### config.mk
export PLATFORM = sky130hd
export DESIGN_NAME = div_issue_stage
export DESIGN_NICKNAME = d
export VERILOG_FILES = /design/src/rtl/div_issue_stage.sv
export SDC_FILE = /design/constraint.sdc
export NUM_CORES = 1
export LEC_CHECK = 0
export CAP_MARGIN = 20
export CELL_PAD_IN_SITES_DETAIL_PLACEMENT = 0
export CELL_PAD_IN_SITES_GLOBAL_PLACEMENT = 1
export CORE_MARGIN = 1.5
export CORE_UTILIZATION = 41
export CTS_BUF_LIST = sky130_fd_sc_hd__clkbuf_4 sky130_fd_sc_hd__clkbuf_8 sky130_fd_sc_hd__clkbuf_16
export DETAILED_ROUTE_END_ITERATION = 16
export PLACE_DENSITY_LB_ADDON = 0.1
export SLEW_MARGIN = 20
export SYNTH_ARGS = -nofsm -noshare
export SYNTH_HDL_FRONTEND = slang
export SYNTH_SLANG_ARGS = --single-unit
export TNS_END_PERCENT = 30
### constraint.sdc
create_clock -name clk -period 5.43 [get_ports clk]
set_clock_uncertainty 0.15 [all_clocks]
set_input_delay 1.629 -clock clk [delete_from_list [all_inputs] [get_ports clk]]
set_output_delay 1.629 -clock clk [all_outputs]
set_load 0.03 [all_outputs]
### src/rtl/div_issue_stage.sv
// div_issue_stage: operand FIFO, magnitude conversion and issue register feeding the
// free-running divider slice chain, with credit flow control and an N-deep sideband pipe.
// Optional feature macro: DIV_SIGNED_EN (honour in_signed, two's complement operands).
module div_issue_stage #(
    parameter int unsigned N       = 8,
    parameter int unsigned CREDITS = 4
) (
    input  logic           clk,
    input  logic           rst_n,
    input  logic           in_valid,
    output logic           in_ready,
    input  logic           in_signed,
    input  logic [N-1:0]   in_dividend,
    input  logic [N-1:0]   in_divisor,
    output logic [N-1:0]   dividend_o,
    output logic [2*N-2:0] divisor_o,
    output logic [N-1:0]   quotient_o,
    output logic           sb_valid_o,
    output logic           sb_neg_q_o,
    output logic           sb_neg_r_o,
    output logic           sb_dbz_o,
    input  logic           credit_ret,
    output logic           credit_err
);

    localparam int unsigned CW = $clog2(CREDITS + 1);

    typedef struct packed {
`ifdef DIV_SIGNED_EN
        logic         sgn;
`endif
        logic [N-1:0] dvd;
        logic [N-1:0] dvs;
    } entry_t;

    typedef struct packed {
        logic valid;
        logic neg_q;
        logic neg_r;
        logic dbz;
    } sb_t;

    entry_t [1:0]   fifo_mem;
    entry_t         in_entry;
    entry_t         head;
    logic           wr_ptr;
    logic           rd_ptr;
    logic [1:0]     fifo_cnt;
    logic           push;
    logic           issue;

    logic [CW-1:0]  credit_cnt;
    logic [CW-1:0]  credit_nxt;
    logic           credit_err_nxt;

    logic           dvd_neg;
    logic           dvs_neg;
    logic           dvs_zero;
    logic [N-1:0]   dvd_mag;
    logic [N-1:0]   dvs_mag;
    sb_t            sb_stage0;
    sb_t [N:0]      sb_pipe;

`ifndef DIV_SIGNED_EN
    logic unused_signed;
    assign unused_signed = in_signed;
`endif

    assign in_ready   = (fifo_cnt != 2'd2);
    assign push       = in_valid & in_ready;
    assign issue      = (fifo_cnt != 2'd0) && (credit_cnt != '0);
    assign quotient_o = '0;

    // Pack the incoming operand pair into a FIFO entry
    always_comb begin
        in_entry     = '0;
        in_entry.dvd = in_dividend;
        in_entry.dvs = in_divisor;
`ifdef DIV_SIGNED_EN
        in_entry.sgn = in_signed;
`endif
    end

    // FIFO storage; no reset needed, occupancy is tracked by fifo_cnt
    always_ff @(posedge clk) begin
        if (push) begin
            fifo_mem[wr_ptr] <= in_entry;
        end
    end

    // FIFO pointers and occupancy
    always_ff @(posedge clk or negedge rst_n) begin
        if (!rst_n) begin
            wr_ptr   <= 1'b0;
            rd_ptr   <= 1'b0;
            fifo_cnt <= 2'd0;
        end else begin
            if (push) begin
                wr_ptr <= ~wr_ptr;
            end
            if (issue) begin
                rd_ptr <= ~rd_ptr;
            end
            case ({push, issue})
                2'b10:   fifo_cnt <= fifo_cnt + 2'd1;
                2'b01:   fifo_cnt <= fifo_cnt - 2'd1;
                default: fifo_cnt <= fifo_cnt;
            endcase
        end
    end

    // Head operand magnitudes and sideband flags for the issue stage
    always_comb begin
        head = fifo_mem[rd_ptr];
`ifdef DIV_SIGNED_EN
        dvd_neg = head.sgn & head.dvd[N-1];
        dvs_neg = head.sgn & head.dvs[N-1];
`else
        dvd_neg = 1'b0;
        dvs_neg = 1'b0;
`endif
        dvs_zero = (head.dvs == '0);
        // -2^(N-1) negates to itself, which reads correctly as unsigned 2^(N-1)
        dvd_mag  = dvd_neg ? (~head.dvd + N'(1)) : head.dvd;
        dvs_mag  = dvs_neg ? (~head.dvs + N'(1)) : head.dvs;

        sb_stage0       = '0;
        sb_stage0.valid = issue;
        sb_stage0.neg_q = issue & (dvd_neg ^ dvs_neg) & ~dvs_zero;
        sb_stage0.neg_r = issue & dvd_neg;
        sb_stage0.dbz   = issue & dvs_zero;
    end

    // Issue register: operands on issue, all-zero bubble otherwise
    always_ff @(posedge clk or negedge rst_n) begin
        if (!rst_n) begin
            dividend_o <= '0;
            divisor_o  <= '0;
        end else if (issue) begin
            dividend_o <= dvd_mag;
            divisor_o  <= {dvs_mag, {(N-1){1'b0}}};
        end else begin
            dividend_o <= '0;
            divisor_o  <= '0;
        end
    end

    // Sideband pipe: stage 0 sits beside the issue register, stage N lines up with the last slice
    always_ff @(posedge clk or negedge rst_n) begin
        if (!rst_n) begin
            sb_pipe <= '0;
        end else begin
            sb_pipe <= {sb_pipe[N-1:0], sb_stage0};
        end
    end

    assign sb_valid_o = sb_pipe[N].valid;
    assign sb_neg_q_o = sb_pipe[N].neg_q;
    assign sb_neg_r_o = sb_pipe[N].neg_r;
    assign sb_dbz_o   = sb_pipe[N].dbz;

    // Credit update: issue consumes, credit_ret returns; a return at the ceiling is an error
    always_comb begin
        credit_nxt     = credit_cnt;
        credit_err_nxt = credit_err;
        if (issue && !credit_ret) begin
            credit_nxt = credit_cnt - CW'(1);
        end else if (credit_ret && !issue) begin
            if (credit_cnt == CW'(CREDITS)) begin
                credit_err_nxt = 1'b1;
            end else begin
                credit_nxt = credit_cnt + CW'(1);
            end
        end
    end

    // Credit counter and sticky error flag
    always_ff @(posedge clk or negedge rst_n) begin
        if (!rst_n) begin
            credit_cnt <= CW'(CREDITS);
            credit_err <= 1'b0;
        end else begin
            credit_cnt <= credit_nxt;
            credit_err <= credit_err_nxt;
        end
    end

endmodule

### Word level (Yosys, flattened, before mapping)

Index checks and enable logic that the tools add are counted.
Widths: inputs -> output; s select.

* memory bits (read-only): 0
* output and inout port bits: 37
* bits in registers: 81
* memories kept: 0
* input port bits: 21
* logic and storage cells: 70
* RAM bits: 0
* latch bits: 0

* reductions and logical operators: 13
* shifts and indexed selects: 0
* muxes and demuxes: 11
* divide/modulo/power cells: 0
* $mul: 0
* eq/ne operators: 5
* bitwise operators: 5
* add/sub/neg operators: 4
* $lt $le $gt $ge: 3

Operators with widths (count)
* $mux 16: 3
* $bwmux 32: 1
* $demux 16 s1: 1
* $mux 15: 1
* $mux 3: 3
* $logic_not 8->1: 1
* $mux 8: 1
* $reduce_bool 2->1: 3
* $logic_and 1x1->1: 4
* $lt 1x2->1 const B: 2
* $ne 2x2->1 const B: 2
* $pmux 2 s2: 1
* $add 3x1->3 const B: 1
* $eq 3x3->1 const B: 1
* $not 1->1: 3
* $reduce_and 3->1: 1
* $reduce_bool 3->1: 1
* $sub 3x1->3 const B: 1
* $add 2x1->2 const B: 1
* $and 1x1->1: 2
* $eq 2x1->1 const B: 1
* $eq 2x2->1 const B: 1
* $logic_not 1->1: 2
* $reduce_and 2->1: 1
* other kinds (2): 2

### Longest topological paths before layout

Gate-level depths: netlist (run 1).

* depth in word-level cells: 6
* mapped depth: 9
* gate-level depth less buffers: 8

### Worst setup path after synthesis (run 1)

Ideal clock, no wire load.

* path type: input-to-reg
* start: input credit_ret
* end: register credit_cnt[2]
* cell stages on the path: 7
* arrival: 2843 ps
* data required time: 5195 ps
* buffers on the path: 0
* setup slack: 2352 ps
* library setup time: 85 ps
* cell sequence: inv_1 ha_1 inv_1 fa_1 or2_2 o21ai_0 a31oi_1

* cells in the longest elaborated chain, start to end: 4
* elaborated cells between the ends (all ways): 7
* classes of those cells: eq/ne (1); mux (1); reduce/logical (5)

Ends and longest elaborated chain
* from (decl): RTL line 22 `input logic credit_ret,`
* $logic_not 1->1: RTL line 166 `if (issue && !credit_ret) begin`
* $logic_and 1x1->1: RTL line 166
* $ne 2x2->1 (no source line) or $reduce_bool 2->1 (tied branches)
* $reduce_and 2->1 (no source line)
* to (signal assigned): RTL line 180 `credit_cnt <= CW'(CREDITS);`
* to (signal assigned): RTL line 183 `credit_cnt <= credit_nxt;`
* to (decl): RTL line 52 `logic [CW-1:0] credit_cnt;`

Parallel ways exist; a longest one is shown, timed or not.
A chain may end at the register's enable or synchronous reset.

### Worst setup path in the final report (run 1)

* start: register fifo_cnt[0]
* end: output in_ready

* cells in the longest elaborated chain, start to end: 1

Ends and longest elaborated chain
* from (decl): RTL line 48 `logic [1:0] fifo_cnt;`
* from (signal assigned): RTL line 105 `2'b10: fifo_cnt <= fifo_cnt + 2'd1;`
* from (signal assigned): RTL line 106 `2'b01: fifo_cnt <= fifo_cnt - 2'd1;`
* from (signal assigned): RTL line 107 `default: fifo_cnt <= fifo_cnt;`
* $ne 2x2->1: RTL line 69 `assign in_ready = (fifo_cnt != 2'd2);`
* to (decl): RTL line 11 `output logic in_ready,`

Every way passes these cells.

==> reports/qor.txt, run 1 <==
==================================================================================
Status .............................................................. finished clean
Final min period ....................................................      3.42 ns
Wire length on met3 .................................................       194 um
Total design power ..................................................      1.94 mW
Post-cts hold buffer count ..........................................            0
Startpoint of the worst setup timing path ...........................  fifo_cnt[0]
Post-synthesis sequential element count .............................           74
Tcrit/Tclk final ....................................................        0.629
Distinct cell type count after synthesis ............................           29
Chip height .........................................................      83.9 um
Placer Congestion ...................................................        0.662
Remaining DRCs ......................................................            0
Final Hold Fails ....................................................            0
Total core area .....................................................    6350 um^2
Iteration count of the initial detailed-routing pass ................            4
Top-area cell type share of the netlist area ........................        0.382
Clock latency on the worst-skew pair ................................      0.34 ns
Clock tree root buffer cell ......................................... sky130_fd_sc_hd__clkbuf_8
Horizontal die dimension ............................................      83.9 um
Worst-case reg-to-reg path depth ....................................            8
Via count ...........................................................        1,367
Deepest clock path buffer count .....................................            2
H-Tree Level Count ..................................................            3
Worst reg-to-reg setup slack ........................................      3.08 ns
Share of total power in the clock network ...........................        0.212
Largest net degree at the start of global routing ...................           43
Number of antenna violations at the first check in global routing ...            0
Sequential fraction of design power .................................        0.455
Maximum vdd drop ....................................................   0.000257 V
Launching element type of the critical path .........................    flip-flop
Max-slew headroom at the worst pin ..................................        0.319
Reg-to-reg critical path endpoint ................................... credit_cnt[2]
Dominant cell type by area after synthesis .......................... sky130_fd_sc_hd__dfrtp_1
Via count of the first global-routing pass ..........................        1,467
Combinational Power Share ...........................................        0.333
Setup Buffers After CTS .............................................            0
Yosys warns .........................................................            0
Transition at the pin with the smallest max-transition slack ........      1.02 ns
WL/cell .............................................................      13.3 um
Pwr/cell area .......................................................  590 nW/um^2
Worst hold path cell count ..........................................            0
Number of I/O pins ..................................................           58
Endpoint required time on the critical path .........................      3.65 ns
Top layer reached by signal wires ...................................         met4
Dpl hpwl ............................................................      2650 um
PortBufs ............................................................           39
Post-cts sizing count ...............................................            0
Slew Viols, Final ...................................................            0
Area grow syn2layout ................................................        22.2%
Kind of end point of the critical path .............................. primary output
Post-synth EDFFs ....................................................           32
Setup repair after global routing missed its margin .................        false
Remaining number of nets flagged by the antenna check after routing .            0
Maximum achievable frequency ........................................    0.293 GHz
Layout cells sized above 1 ..........................................        0.104
Nets@finish .........................................................          242
Setup-failing EPs final .............................................            0
CTS clk-pin slew, worst paths .......................................      0.07 ns
Diodes inserted .....................................................            0
Cells after synthesis ...............................................          170
Total Routed Length .................................................      3970 um
Power dissipated by switching net loads .............................       668 uW
Die footprint .......................................................    7040 um^2
Setup tns final .....................................................         0 ns
Sink of the worst hold path .........................................  sb_pipe[20]
Initial Util ........................................................        0.423
Placement row count .................................................           29
Worst slack at placement ............................................      1.75 ns
Min-Delay Startpoint ................................................  sb_pipe[16]
Mean number of vias per cell ........................................         4.57
Post-Syn Area per Cell ..............................................    15.8 um^2
Crit path DAT .......................................................      1.64 ns
Worst hold slack ....................................................     0.198 ns
Most numerous cell in the Yosys netlist ............................. sky130_fd_sc_hd__dfrtp_1
Max-cap viol count ..................................................            0
Critical Path Fanout Max ............................................            4
R2r startpoint ...................................................... credit_cnt[2]
Sw Share ............................................................        0.345
Critical path start-end classification ..............................   reg -> out
First-pass GRT wire length ..........................................      6690 um
Wire length the detailed router placed on met1 ......................      1480 um
Iteration-0 DRC Markers .............................................           69
Total routing usage reported by global routing ......................        0.128
Commonest cells in the netlist ...................................... 41 x sky130_fd_sc_hd__dfrtp_1, 32 x sky130_fd_sc_hd__edfxtp_1, 20 x sky130_fd_sc_hd__nor2_1, 19 x sky130_fd_sc_hd__buf_4, 16 x sky130_fd_sc_hd__mux2i_1
P_int ...............................................................      1.27 mW
Class of the tightest hold or removal check .........................   reg -> reg
TritonCTS Sinks .....................................................           74
Async set-reset flop share out of synthesis .........................        0.568
Sequential-to-total area share from yosys stat ......................        0.750
Final setup slack of the worst path .................................      2.01 ns
DR WL met2 ..........................................................      2250 um
Leakage dissipation .................................................      1.38 nW
Main area contributors after synthesis .............................. sky130_fd_sc_hd__dfrtp_1 38%, sky130_fd_sc_hd__edfxtp_1 36%, sky130_fd_sc_hd__mux2i_1 6.0%, sky130_fd_sc_hd__buf_4 5.3%, sky130_fd_sc_hd__nor2_1 2.8%
Top_reg_cell synth .................................................. sky130_fd_sc_hd__dfrtp_1
Cell area after synthesis ...........................................    2690 um^2
CTS tree ............................................................         done
GRT overflow ........................................................            0
Inserted Clock Buffers ..............................................            9
==================================================================================
-- kinds of logic after synthesis --
kind of cell | after synthesis | synth area share
AO/OA/AOI/OAI | 10 | 0.0270
XOR/XNOR | 6 | 0.0196
adder cells (fa/ha/maj) | 4 | 0.0214
buffers and inverters | 27 | 0.0676
flip-flops | 74 | 0.750
multiplexers | 16 | 0.0596
other | 1 | 0.00140
AND/OR/NAND/NOR | 32 | 0.0536
-- layout make-up --
class / count / area (um^2)
fill: 510 / 3070
timing repair buffer: 41 / 400
inverter: 6 / 22.5
multi-input combinational: 85 / 551
tap: 77 / 96.3
sequential: 74 / 2010
clock inverter: 6 / 67.6
clock buffer: 10 / 131
-- worst max-delay path: stages (launching register included) --
cell and delay (ns):
sky130_fd_sc_hd__dfrtp_1 0.44, sky130_fd_sc_hd__nand2b_1 0.18, sky130_fd_sc_hd__clkdlybuf4s50_1 0.68
-- cell usage in the layout (no fill, tap or decap), types with 2 or more instances in the layout --
master                            count
sky130_fd_sc_hd__dfrtp_1             41
sky130_fd_sc_hd__xnor2_1              5
sky130_fd_sc_hd__nor2_1              20
sky130_fd_sc_hd__edfxtp_1            32
sky130_fd_sc_hd__clkdlybuf4s50_1     38
sky130_fd_sc_hd__conb_1              17
sky130_fd_sc_hd__ha_1                 3
sky130_fd_sc_hd__nor4_1               3
sky130_fd_sc_hd__nand3_1              2
sky130_fd_sc_hd__mux2i_1             16
sky130_fd_sc_hd__a21oi_1              4
sky130_fd_sc_hd__clkinv_4             2
sky130_fd_sc_hd__nand2_1              2
sky130_fd_sc_hd__inv_1                6
sky130_fd_sc_hd__clkinvlp_4           2
sky130_fd_sc_hd__buf_4                2
sky130_fd_sc_hd__clkbuf_8             9
-- sequential cells by signal, indices dropped and copies added, names as in the netlist --
name and flops:
fifo_mem 32, divisor_o 8, sb_valid_o 1, fifo_cnt 2, wr_ptr 1, credit_err 1
sb_pipe 16, rd_ptr 1, credit_cnt 3, dividend_o 8, sb_dbz_o 1
-- how the worst max path moves through the flow --
stage / endpoint / slack (ns) / cells after the start
2_1_floorplan: credit_cnt[2] / 2.35 / 7
3_3_place_gp: credit_cnt[2] / 1.84 / 8
3_5_place_dp: credit_cnt[2] / 1.75 / 8
4_1_cts: in_ready / 1.98 / 2
5_1_grt: in_ready / 1.94 / 2
6_report: in_ready / 2.01 / 2
-- power groups by stage --
stage / Clock (mW) / Sequential, mW / Combinational (mW)
floorplan: 0 / 0.968 / 0.354
global placement: 0 / 0.890 / 0.636
detailed placement: 0 / 0.898 / 0.655
CTS: 0.430 / 0.887 / 0.657
global route: 0.452 / 0.903 / 0.702
finish: 0.410 / 0.882 / 0.645
-- per-layer routing --
layer,global-route usage,vias up
li1,-,648
met1,0.120,674
met2,0.237,41
met3,0.0593,4
met4,0.0537,0
met5,0,-
-- stage by stage --
stage	std cells	util	instance area, um^2
2_1_floorplan	186	-	2750
4_1_cts	299	0.517	3280
5_1_grt	299	0.517	3280
6_report	299	0.517	3280
3_5_place_dp	283	0.486	3080
3_3_place_gp	283	0.486	3080
No activity file was read; power rests on OpenSTA's default activity.
==> run 2: changes to the inputs <==
==> constraint.sdc (replaced) <==
create_clock -name clk -period 3.5 [get_ports clk]
set_clock_uncertainty 0.15 [all_clocks]
set_input_delay 1.05 -clock clk [delete_from_list [all_inputs] [get_ports clk]]
set_output_delay 1.05 -clock clk [all_outputs]
set_load 0.03 [all_outputs]
==> run 2 against run 1 <==
Compared with the run above: sequential share of layout area about the same; critical path depth unchanged; highest routed layer unchanged; critical endpoint unchanged; setup slack worse by 1.3 ns; critical path type unchanged; hold slack is essentially flat.
==> reports/qor.txt, run 2 (synthesis gave the netlist of run 1 again) <==
==================================================================================
TritonCTS Sinks .....................................................           74
H-Tree Level Count ..................................................            3
Setup-failing EPs final .............................................            0
Number of antenna violations at the first check in global routing ...            0
Share of total power in the clock network ...........................        0.204
Layout cells sized above 1 ..........................................       0.0987
Kind of end point of the critical path .............................. primary output
Leakage dissipation .................................................      1.38 nW
Combinational Power Share ...........................................        0.337
Remaining number of nets flagged by the antenna check after routing .            0
Min-Delay Startpoint ................................................  sb_pipe[11]
First-pass GRT wire length ..........................................      6680 um
Max-cap viol count ..................................................            0
Post-cts sizing count ...............................................            0
Share of the core filled with cells .................................        0.516
Post-cts hold buffer count ..........................................            0
Nets@finish .........................................................          243
Placer Congestion ...................................................        0.646
Setup tns final .....................................................         0 ns
Dpl hpwl ............................................................      2620 um
WL/cell .............................................................      13.0 um
Setup Buffers After CTS .............................................            0
Die footprint .......................................................    7040 um^2
Maximum vdd drop ....................................................   0.000474 V
Total design power ..................................................      2.98 mW
Slew Viols, Final ...................................................            0
Largest net degree at the start of global routing ...................           43
Via count ...........................................................        1,385
Mean number of vias per cell ........................................         4.62
Chip height .........................................................      83.9 um
Diodes inserted .....................................................            0
Status .............................................................. finished clean
Commonest non-fill, non-tap cells in the layout ..................... 41 x sky130_fd_sc_hd__dfrtp_1, 38 x sky130_fd_sc_hd__clkdlybuf4s50_1, 32 x sky130_fd_sc_hd__edfxtp_1, 20 x sky130_fd_sc_hd__nor2_1, 17 x sky130_fd_sc_hd__conb_1
Initial Util ........................................................        0.423
Critical Path Fanout Max ............................................            4
R2r startpoint ...................................................... credit_cnt[2]
P_int ...............................................................      1.96 mW
Number of I/O pins ..................................................           58
Number of filler cells placed in the layout .........................          543
Clock tree root buffer cell ......................................... sky130_fd_sc_hd__clkbuf_8
Placement row count .................................................           29
Final min period ....................................................      2.82 ns
Total core area .....................................................    6350 um^2
Iteration-0 DRC Markers .............................................           53
Worst hold slack ....................................................     0.198 ns
Setup repair after global routing missed its margin .................        false
Maximum achievable frequency ........................................    0.354 GHz
Via count of the first global-routing pass ..........................        1,452
Launching element type of the critical path .........................    flip-flop
Class of the tightest hold or removal check .........................   reg -> reg
GRT overflow ........................................................            0
Crit path DAT .......................................................      1.62 ns
Endpoint required time on the critical path .........................      2.30 ns
Critical Path Max Stage Delay .......................................      0.68 ns
Tcrit/Tclk final ....................................................        0.806
Inserted Clock Buffers ..............................................            9
Sequential fraction of design power .................................        0.459
CP Cell Sequence .................................................... nand2b_1, clkdlybuf4s50_1
Area grow syn2layout ................................................        22.1%
Clock latency on the worst-skew pair ................................      0.33 ns
PortBufs ............................................................           39
Transition at the pin with the smallest max-transition slack ........     0.984 ns
Total Routed Length .................................................      3890 um
Register with the most flip-flops ...................................     fifo_mem
Max-slew headroom at the worst pin ..................................        0.344
Pwr/cell area .......................................................  908 nW/um^2
Most common library cell in the layout ignoring fill and taps ....... sky130_fd_sc_hd__dfrtp_1
Remaining DRCs ......................................................            0
Total routing usage reported by global routing ......................        0.127
Power dissipated by switching net loads .............................      1.01 mW
Largest regs ........................................................ fifo_mem (32), sb_pipe (16)
Flip-flop count of the largest register, all copies and words added .           32
CTS clk-pin slew, worst paths .......................................      0.07 ns
Sw Share ............................................................        0.341
Deepest clock path buffer count .....................................            2
Iteration count of the initial detailed-routing pass ................            2
Final Hold Fails ....................................................            0
Critical path start-end classification ..............................   reg -> out
Horizontal die dimension ............................................      83.9 um
CTS tree ............................................................         done
Startpoint of the worst setup timing path ...........................  fifo_cnt[0]
Cell with the biggest individual delay on the critical path ......... sky130_fd_sc_hd__clkdlybuf4s50_1
==================================================================================
run 2: per-stage QoR:
step / cells / cell area [um^2] / setup WS, ns
after CTS: 300 / 3280 / 0.650
after detailed placement: 284 / 3090 / 0.461
after floorplan: 186 / 2750 / 1.00
after global placement: 284 / 3090 / 0.499
after global routing: 300 / 3280 / 0.598
final: 300 / 3280 / 0.678
run 2: power groups by stage:
| stage | clock network (mW) | registers, mW | logic, mW |
|---|---|---|---|
| after CTS | 0.635 | 1.37 | 1.02 |
| after detailed placement | 0 | 1.39 | 1.01 |
| final | 0.608 | 1.37 | 1.00 |
| after floorplan | 0 | 1.50 | 0.549 |
| after global routing | 0.672 | 1.40 | 1.10 |
| after global placement | 0 | 1.38 | 0.992 |
run 2: per-layer routing:
metal | global-route usage | up-vias | routed length (um)
met5 | 0 | - | 0
met4 | 0.0537 | 0 | 64
met3 | 0.0544 | 9 | 212
met2 | 0.235 | 42 | 2120
met1 | 0.123 | 688 | 1490
li1 | - | 646 | -
run 2: layout make-up:
| class | count | area, um^2 | share of cell area |
|---|---|---|---|
| tap | 77 | 96.3 | 0.0294 |
| timing repair buffer | 42 | 408 | 0.124 |
| inverter | 6 | 22.5 | 0.00687 |
| sequential | 74 | 2010 | 0.614 |
| clock buffer | 10 | 131 | 0.0401 |
| clock inverter | 6 | 57.6 | 0.0176 |
| multi-input combinational | 85 | 551 | 0.168 |
run 2: final timing paths:
kind / endpoint / slack [ns] / cells past startpoint
setup reg to reg: credit_cnt[2] / 1.20 / 8
hold reg to reg: sb_pipe[15] / 0.20 / 0
hold / removal: sb_pipe[15] / 0.20 / 0
max in group asynchronous: dividend_o[4] / 1.97 / 1
min in group asynchronous: credit_cnt[0] / 0.68 / 1
setup / recovery: in_ready / 0.68 / 2
run 2: worst max-delay path, delay by kind of cell (launching register included):
kind          cells  cell delay [ns]
buf+inv           1             0.68
flops             1             0.43
simple gates      1             0.18
